**src/rtl/cnt_pkg.sv**
```systemverilog
// Shared constants for the up/down counter family: mode encodings and default sizes.
package cnt_pkg;

    localparam int DEF_WIDTH   = 8;
    localparam int DEF_PRESC_W = 4;

    localparam logic [1:0] MODE_WRAP   = 2'd0;
    localparam logic [1:0] MODE_SAT    = 2'd1;
    localparam logic [1:0] MODE_RETRIG = 2'd2;

    // Mode 3 is reserved and folds onto WRAP, so only RETRIG needs a dedicated test.
    function automatic logic is_retrig(input logic [1:0] mode);
        return mode == MODE_RETRIG;
    endfunction

endpackage

```
**src/rtl/cnt_prescaler.sv**
```systemverilog
// Prescaler for the counter: pc runs 0..presc while enabled and ticks on the last count.
module cnt_prescaler #(
    parameter int PRESC_W = 4
) (
    input  logic               clk,
    input  logic               rst,
    input  logic               en,
    input  logic               clear,
    input  logic [PRESC_W-1:0] presc,
    output logic               tick
);

    logic [PRESC_W-1:0] pc;

    assign tick = en && (pc == presc);

    // The counter family updates on the falling edge; pc holds while en is low.
    always_ff @(negedge clk) begin
        if (!rst) begin
            pc <= '0;
        end else if (clear) begin
            pc <= '0;
        end else if (en) begin
            if (tick) begin
                pc <= '0;
            end else begin
                pc <= pc + 1'b1;
            end
        end
    end

endmodule

```
**src/rtl/cnt_updown_mod.sv**
```systemverilog
// General-purpose up/down counter with runtime terminal value, prescaler, parallel load
// and WRAP / SAT / RETRIG modes; updates on the falling edge of clk.
module cnt_updown_mod
    import cnt_pkg::*;
#(
    parameter int WIDTH   = DEF_WIDTH,
    parameter int PRESC_W = DEF_PRESC_W
) (
    input  logic               clk,
    input  logic               rst,
    input  logic               en,
    input  logic               up,
    input  logic [1:0]         mode,
    input  logic [WIDTH-1:0]   end_val,
    input  logic [PRESC_W-1:0] presc,
    input  logic               load,
    input  logic [WIDTH-1:0]   load_val,
    input  logic               clr_ovf,
    output logic [WIDTH-1:0]   cnt,
    output logic               at_end,
    output logic               tc,
    output logic               ovf
);

    logic             tick;
    logic             retrig_idle;
    logic             presc_clear;
    logic [WIDTH-1:0] cnt_inc;
    logic [WIDTH-1:0] cnt_dec;
    logic [WIDTH-1:0] cnt_nxt;
    logic             tc_nxt;
    logic             ovf_set;

    assign retrig_idle = is_retrig(mode) && !en;
    assign presc_clear = load || retrig_idle;
    assign cnt_inc     = cnt + 1'b1;
    assign cnt_dec     = cnt - 1'b1;
    assign at_end      = (cnt == end_val);

    cnt_prescaler #(
        .PRESC_W (PRESC_W)
    ) u_prescaler (
        .clk   (clk),
        .rst   (rst),
        .en    (en),
        .clear (presc_clear),
        .presc (presc),
        .tick  (tick)
    );

    // Priority: load > RETRIG idle clear > step. Reset is applied in the register block.
    always_comb begin
        cnt_nxt = cnt;
        tc_nxt  = 1'b0;
        ovf_set = 1'b0;
        if (load) begin
            cnt_nxt = load_val;
        end else if (retrig_idle) begin
            cnt_nxt = '0;
        end else if (tick) begin
            case (mode)
                MODE_SAT: begin
                    if (up) begin
                        if (cnt >= end_val) begin
                            cnt_nxt = end_val;
                            ovf_set = 1'b1;
                        end else begin
                            cnt_nxt = cnt_inc;
                            tc_nxt  = (cnt_inc == end_val);
                        end
                    end else begin
                        if (cnt == '0) begin
                            ovf_set = 1'b1;
                        end else begin
                            cnt_nxt = cnt_dec;
                            tc_nxt  = (cnt_dec == '0);
                        end
                    end
                end
                MODE_RETRIG: begin
                    // Counts up to end_val once per enabled run, then holds without further pulses.
                    if (cnt < end_val) begin
                        cnt_nxt = cnt_inc;
                        tc_nxt  = (cnt_inc == end_val);
                    end
                end
                default: begin
                    if (up) begin
                        if (cnt >= end_val) begin
                            cnt_nxt = '0;
                            tc_nxt  = 1'b1;
                            ovf_set = 1'b1;
                        end else begin
                            cnt_nxt = cnt_inc;
                        end
                    end else begin
                        if (cnt == '0) begin
                            cnt_nxt = end_val;
                            tc_nxt  = 1'b1;
                            ovf_set = 1'b1;
                        end else begin
                            cnt_nxt = cnt_dec;
                        end
                    end
                end
            endcase
        end
    end

    always_ff @(negedge clk) begin
        if (!rst) begin
            cnt <= '0;
            tc  <= 1'b0;
            ovf <= 1'b0;
        end else begin
            cnt <= cnt_nxt;
            tc  <= tc_nxt;
            // A new overflow event outranks a simultaneous clear.
            if (ovf_set) begin
                ovf <= 1'b1;
            end else if (clr_ovf) begin
                ovf <= 1'b0;
            end
        end
    end

endmodule

```
**config.mk**
```make
export PLATFORM = sky130hd
export DESIGN_NAME = cnt_updown_mod
export DESIGN_NICKNAME = d
export VERILOG_FILES = /design/src/rtl/cnt_pkg.sv /design/src/rtl/cnt_prescaler.sv /design/src/rtl/cnt_updown_mod.sv
export SDC_FILE = /design/constraint.sdc
export NUM_CORES = 1
export LEC_CHECK = 0
export CORE_MARGIN = 10
export CORE_UTILIZATION = 63
export DETAILED_ROUTE_END_ITERATION = 7
export DONT_BUFFER_PORTS = 1
export PLACE_DENSITY_LB_ADDON = 0.3
export SETUP_SLACK_MARGIN = 0.5
export SLEW_MARGIN = 30
export SYNTH_ARGS = -nofsm -noshare
export SYNTH_HDL_FRONTEND = slang
export SYNTH_SLANG_ARGS = --single-unit
```
**constraint.sdc**
```tcl
create_clock -name clk -period 6.17 [get_ports clk]
set_input_delay 0.617 -clock clk [delete_from_list [all_inputs] [get_ports clk]]
set_output_delay 0.617 -clock clk [all_outputs]
set_load 0.02 [all_outputs]
```
# Yosys cells after proc, flatten, opt, wreduce, memory -nomap -nowiden
# Index checks and enable logic that the tools add are counted.
# classes
eq_ne	7
mux	26
bitwise	2
order_cmp	2
reduce_logical	11
addsub	3
# op_table
cell	count
8-bit two-way mux	10
8-bit == test	2
8-bit zero test	2
8-bit case mux with 2 select lines	1
1-bit two-way mux	13
8-bit by 1-bit adder with 8-bit output (second input constant)	1
8-bit >= comparator	1
8-bit < comparator	1
8-bit by 1-bit subtractor with 8-bit output (second input constant)	1
5-bit != test (second input constant)	1
4-bit by 1-bit adder with 4-bit output (second input constant)	1
4-bit == test	1
4-bit two-way mux	1
4-bit by 3-bit != test with 1-bit output (second input constant)	1
4-bit OR reduction	1
3-bit AND reduction	1
3-bit nonzero test	1
2-bit by 1-bit == test with 1-bit output (second input constant)	1
2-bit == test (second input constant)	1
1-bit logical AND	2
1-bit inverter	2
1-bit case mux with 2 select lines	1
2-bit nonzero test	1
2-bit OR reduction	1
2 further kinds	2
# word_totals
out_inout_bits	11
word_cells	55
register_bits	14

# Longest topological paths before layout
# Gate-level depths: netlist of the first run.
# logic_depth
word_depth	8
mapped_depth	10
ltp_nobuf	9

# Modules after synthesis
# A second synthesis of the first run with hierarchy kept.
# hier_totals
hier_cells	269
area_unflattened_um2	1915.6
# by_module_without_submodules
module	cells_per_inst	seq_area_each_um2	area_per_inst_um2	n_inst
cnt_updown_mod	244	200.2	1652.8	1
cnt_prescaler	25	80.1	262.8	1

==> impl_metrics.toml, run 1 <==
[run_status]
run_status = "complete, no violations"

[layout]
final_net_count = 314
antenna_cells_inserted = 0
drive_above_1_share_pct = 9.630
area_growth_pct = 4.262
finish.utilization_pct = 70.32
fill_cells = 260
post-route-cell-area_um2 = 1989

[cts]
cts-resized-gates = 0
tritoncts_num_sinks = 14
cts.htree.levels = 1
clk_pin_slew_worst_setup_hold_paths_ns = 0.05
worstSkewPairLatency_ns = 0.35
clock_tree.root_cell = "clkbuf_4"
post_cts_repair_setup_buffers = 0
clockBufferDepth = 2
clock_tree_from_tritoncts = "yes"
cts_inserted_buffers = 3
cts-hold-fix-buffers = 0

[placement]
hpwl_mm = 4.435
global_placer_s_final_weighted_congestion = 0.9911
number_of_buffers_added_on_ports = 0
post-place-ws_ns = 0.4593
post_dp_cell_area_um2 = 1913

[logic_synthesis]
synthMuxAreaShare_pct = 1.574
yosys.area_share.xor_xnor_pct = 11.54
yosysUniqueCellTypes = 51
async_reset_ff_share_pct = 0
synthFlopType = "dfxtp_1"
number_of_nets_in_the_synthesized_netlist = 305
synth_edf_count = 0
synth_simple_gate_area_share_pct = 23.87
ys_seq_elements = 14
yosysSeqAreaShare_pct = 14.69
synth_fa_ha_area_share_pct = 9.836
compound_gate_fraction_of_synth_area_pct = 29.84
synthesis.area_um2 = 1908
postSynthAreaPerCell_um2 = 7.283
synthesis.instances = 262
synth_top_family_by_area = "compound AO/OA/AOI/OAI gates"
yosysWarningCount = 0

[setup_path]
cp.buffers_inverters = 0
critical-path-top-delay-family = "flip-flops"
worst_path_cell_chain = "ha_1, nand4_1, nor2_1"
worst_setup_path_end_kind = "output port"
worst-setup-path-type = "reg -> out"
cp_slowest_cell = "dfxtp_1"
setup.reg_to_reg.worst_slack_ns = 3.61
timing.critical_path.slowest_cell_delay_ns = 0.72
data_arrival_critical_path_ns = 4.98
worstSetupStartpointType = "flop"
worst-r2r-cell-count = 7
regToRegStartpoint = "cnt[6]"
r2r-end = "cnt[4]"
timing.critical_path.fanout_max = 7
worst_ep_required_time_ns = 5.55

[floorplanning]
die-width_um = 75.04
row_count = 19
initial_core_util_pct = 67.45
design.die.area_um2 = 5630
die_h_um = 75.04
floorplan.io_pins = 39
core_um2 = 2829

[drt]
detail_route.vias_per_cell = 6.754
route.vias.total = 2033
drt_wl_total_mm = 5.788
drtPass1Iterations = 6
detail_route.drc_violations = 0
detail_route.iter0.violations = 264
post_detailed_route_wirelength_per_cell_um = 19.23
postRouteAntennaNets = 0

[timing]
fin_tns_setup_ns = 0
skew_ns = 0.01424
timing_max_transition_violations_final = 0
measured_slew_at_the_worst_slew_check_pin_ns = 0.6301
setup_repair_after_global_routing_missed_its_margin = "false"
finalWorstSetupSlack_ns = 0.5719
setup_violations = 0
worst_max_slew_margin_expressed_relative_to_the_limit_pct = 57.94
timing.final.hold_violations = 0

[hold_path]
worst_hold_path.endpoint = "u_prescaler.pc[3]"
hold_path_depth = 2
hp-class = "reg -> reg"
hold_path_startpoint = "u_prescaler.pc[3]"

[global_routing]
grt_antenna_before_repair = 0
grt_max_degree = 21
grt_pass1_vias = 1937
track_usage_pct = 20.66
grt_pass1_wl_mm = 9.183
globalRoute.totalOverflow = 0

[power_and_ir_drop]
vdd_ir_drop_max_mv = 0.1259
fin_total_pwr_mw = 0.3736
pwr_density_cell_nw_per_um2 = 187.8
leakagePower_nw = 0.8046

[flow_run]
timing.max_cap.violations = 0
## registers in the layout, indices dropped and copies added (netlist names)
register	flops
ovf	1
tc	1
cnt	8
u_prescaler.pc	4
## Yosys cell counts (all sizes together) (2+ instances only)
master / instances / share of area [%]
nand3: 16 / 4.7
nor4: 4 / 2.1
xor2: 10 / 5.6
o21a: 4 / 1.6
inv: 17 / 3.3
ha: 15 / 9.8
dfxtp: 14 / 15
o31ai: 3 / 2.2
o2111ai: 2 / 0.92
clkbuf: 10 / 2.0
a211o: 2 / 0.92
buf: 8 / 3.3
o211ai: 10 / 4.2
a21boi: 2 / 0.79
xnor2: 13 / 6.0
a31oi: 10 / 3.3
nor2: 14 / 3.0
nand2: 33 / 6.5
o221ai: 2 / 0.92
o21ai: 23 / 6.0
a21oi: 15 / 3.9
nand4: 4 / 1.3
o311ai: 3 / 1.4
mux2i: 3 / 1.6
nand3b: 2 / 0.79
a211oi: 3 / 1.2
nor2b: 3 / 0.98
nor3: 6 / 1.8
## area by class of cell
| cell class | instances | area (um2) | share of cell area, % |
|---|---|---|---|
| repair buffers | 9 | 67.56 | 3.396 |
| clock inverters | 15 | 57.56 | 2.893 |
| flip-flops and latches | 14 | 280.3 | 14.09 |
| inverters | 16 | 60.06 | 3.019 |
| multi-input cells | 213 | 1463 | 73.52 |
| clock buffers | 3 | 22.52 | 1.132 |
| well taps | 31 | 38.79 | 1.950 |
## per-layer routing
metal	global-route usage (%)	up-vias	part of all wire, %
met4	8.613	0	2.6
met1	24.85	909	39
met2	33.05	136	47
met3	6.702	18	11
met5	0	-	0
li1	-	970	-
## worst register-to-register path, delay by kind of cell (launching register included)
family / cells / cell delay [ns]
AOI/OAI and AO/OA: 4 / 0.81
DFF: 1 / 0.72
and+or+nand+nor: 2 / 0.53
adders and majority gates: 1 / 0.37
## cell families (layout without fill, tap and decap cells)
kind of cell	count (synthesis)	count (layout)
compound gates	84	84
buf+inv	35	43
mux	3	3
simple gates	88	88
xor+xnor	23	23
fa+ha+maj	15	15
flops	14	14
## worst max-delay path by stage
| stage | slack (ns) | cells past startpoint | endpoint | start |
|---|---|---|---|---|
| floorplan | 0.70 | 10 | cnt[6] | end_val[1] |
| global placement | 0.43 | 9 | cnt[4] | end_val[1] |
| detailed placement | 0.46 | 9 | cnt[4] | end_val[1] |
| CTS | 0.57 | 3 | at_end | cnt[6] |
| global route | 0.51 | 3 | at_end | cnt[6] |
| finish | 0.57 | 3 | at_end | cnt[6] |
## cell usage in the layout (no fill, tap or decap), types with 4 or more instances in the layout
master | synthesis | routed
a21oi_1 | 15 | 15
a31oi_1 | 10 | 10
buf_4 | 2 | 9
dfxtp_1 | 14 | 14
ha_1 | 15 | 15
inv_1 | 17 | 30
nand2_1 | 33 | 33
nand3_1 | 14 | 14
nand4_1 | 4 | 4
nor2_1 | 12 | 12
nor3_1 | 5 | 5
o211ai_1 | 9 | 9
o21a_1 | 4 | 4
o21ai_0 | 20 | 20
xnor2_1 | 13 | 13
xor2_1 | 9 | 9
## through the flow
stage          hold WS [ns]  cells
2_1_floorplan        0.4793    262
3_3_place_gp         0.4963    284
3_5_place_dp         0.5150    284
4_1_cts              0.5212    301
5_1_grt              0.5596    301
6_report             0.5280    301
## power breakdown
group | switching [mW] | total (mW) | internal, mW
clock | 0.0547 | 0.0902 | 0.0355
combinational | 0.113 | 0.181 | 0.0676
sequential | 0.00619 | 0.103 | 0.0964
No activity file was read; power rests on OpenSTA's default activity.
==> inputs of run 2 (changes only) <==
Settings changed: CORE_MARGIN 10 to unset.
==> impl_metrics.toml, run 2 (synthesis gave the netlist of run 1 again) <==
[run_status]
run_status = "finished with violations"
violations = "design-rule violations"

[global_routing]
grt_antenna_before_repair = 0
grt_pass1_wl_mm = 8.694
global_route.usage.met3_pct = 10.43
globalRoute.totalOverflow = 0
met1_demand_to_capacity_share_in_global_routing_pct = 42.90
grt_pass1_vias = 1906
track_usage_pct = 34.55
grt_busiest_layer = "met2"
use_met2_pct = 53.45
grt_max_degree = 21

[layout]
post-route-cell-area_um2 = 1992
area_growth_pct = 4.393
drive_above_1_share_pct = 10.37
most_common_cell_after_layout_fill_and_taps_aside = "nand2_1"
top_register = "cnt"
largest_register_ffs = 8
most_frequent_cells_in_the_layout = "nand2_1, inv_1, o21ai_0"
top_regs = "cnt: 8 flops, u_prescaler.pc: 4 flops"
final_net_count = 314
antenna_cells_inserted = 0

[drt]
detail_route.vias_per_cell = 6.940
postRouteAntennaNets = 0
detail_route.iter0.violations = 154
drt_wl_total_mm = 5.379
route.vias.total = 2089
post_detailed_route_wirelength_per_cell_um = 17.87
detail_route.drc_violations = 4
drtPass1Iterations = 7

[cts]
clockBufferDepth = 2
clock_tree_from_tritoncts = "yes"
worstSkewPairLatency_ns = 0.37
cts.htree.levels = 1
tritoncts_num_sinks = 14
clk_pin_slew_worst_setup_hold_paths_ns = 0.04
clock_tree.root_cell = "clkbuf_4"
cts_inserted_buffers = 3

[setup_path]
worst_ep_required_time_ns = 5.55
worst-path-stages = 3
worst_path_cell_chain = "ha_1, nand4_1, nor2_1"
cp_slowest_cell = "dfxtp_1"
data_arrival_critical_path_ns = 4.88
cp.buffers_inverters = 0
worst-r2r-cell-count = 8
setup.reg_to_reg.worst_slack_ns = 3.24
worst_setup_path_end_kind = "output port"
timing.critical_path.fanout_max = 9
worst-setup-path-type = "reg -> out"
worstSetupStartpoint = "cnt[1]"
critPathCapture = "at_end"
worstSetupStartpointType = "flop"
regToRegStartpoint = "cnt[1]"
timing.critical_path.slowest_cell_delay_ns = 0.66
r2r-end = "tc"
critical-path-top-delay-family = "flip-flops"

[power_and_ir_drop]
vdd_ir_drop_max_mv = 0.1375
fin_total_pwr_mw = 0.3762
pwr_density_cell_nw_per_um2 = 188.9
leakagePower_nw = 0.8047

[floorplanning]
die_h_um = 57.04
initial_core_util_pct = 68.02
row_count = 19
die-width_um = 57.04
design.die.area_um2 = 3253
core_um2 = 2805
floorplan.io_pins = 39

[timing]
fin_tns_setup_ns = 0
skew_ns = 0.02976
setup_repair_after_global_routing_missed_its_margin = "false"
timing.final.hold_violations = 0
measured_slew_at_the_worst_slew_check_pin_ns = 0.5544
worst_max_slew_margin_expressed_relative_to_the_limit_pct = 62.99
setup_violations = 0
timing_max_transition_violations_final = 0

[placement]
number_of_buffers_added_on_ports = 0
hpwl_mm = 4.109
global_placer_s_final_weighted_congestion = 1.005
post_dp_cell_area_um2 = 1913

[flow_run]
timing.max_cap.violations = 0

[hold_path]
hp-class = "reg -> reg"
## run 2: worst min-delay path, cell delays in order (launching register included)
cell	delay, ns
dfxtp_1	0.33
nand2_1	0.08
a21oi_1	0.05
## run 2: layout make-up
type	count	area [um2]
clock inverter	15	57.56
tap	31	38.79
sequential	14	282.8
multi-input combinational	213	1463
clock buffer	3	22.52
fill	251	813.3
inverter	16	60.06
timing repair buffer	9	67.56
## run 2: routing by layer
layer / vias up / wire length, um
li1: 973 / -
met1: 920 / 2050
met2: 159 / 2426
met3: 37 / 625
met4: 0 / 277
met5: - / 0
## run 2: worst min path at each step
stage	end	from	slack [ns]	cells past startpoint
2_1_floorplan	u_prescaler.pc[1]	u_prescaler.pc[1]	0.48	2
3_3_place_gp	u_prescaler.pc[1]	u_prescaler.pc[1]	0.50	2
3_5_place_dp	u_prescaler.pc[1]	u_prescaler.pc[1]	0.51	2
4_1_cts	u_prescaler.pc[1]	u_prescaler.pc[1]	0.51	2
5_1_grt	u_prescaler.pc[1]	u_prescaler.pc[1]	0.55	2
6_report	u_prescaler.pc[1]	u_prescaler.pc[1]	0.51	2
## run 2: report_power, final
part	switching (mW)	internal, mW	leakage [nW]
logic	0.107	0.0669	0.601
clock network	0.0583	0.0355	0.0885
registers	0.0118	0.0967	0.116
total	0.177	0.199	0.805
## run 2: timing repair
action,4_1_cts,5_1_grt
setup endpoints to repair,0,1
hold buffers,0,0
gates resized for setup,0,2
setup buffers,0,0
## run 2: per-stage QoR
stage	utilization [%]	hold slack (ns)	setup WS, ns	cells
2_1_floorplan	-	0.4793	0.7009	262
4_1_cts	70.92	0.5137	0.5606	301
5_1_grt	71.01	0.5484	0.5440	301
3_3_place_gp	68.20	0.4990	0.6603	284
3_5_place_dp	68.20	0.5070	0.5702	284
6_report	71.01	0.5111	0.6759	301
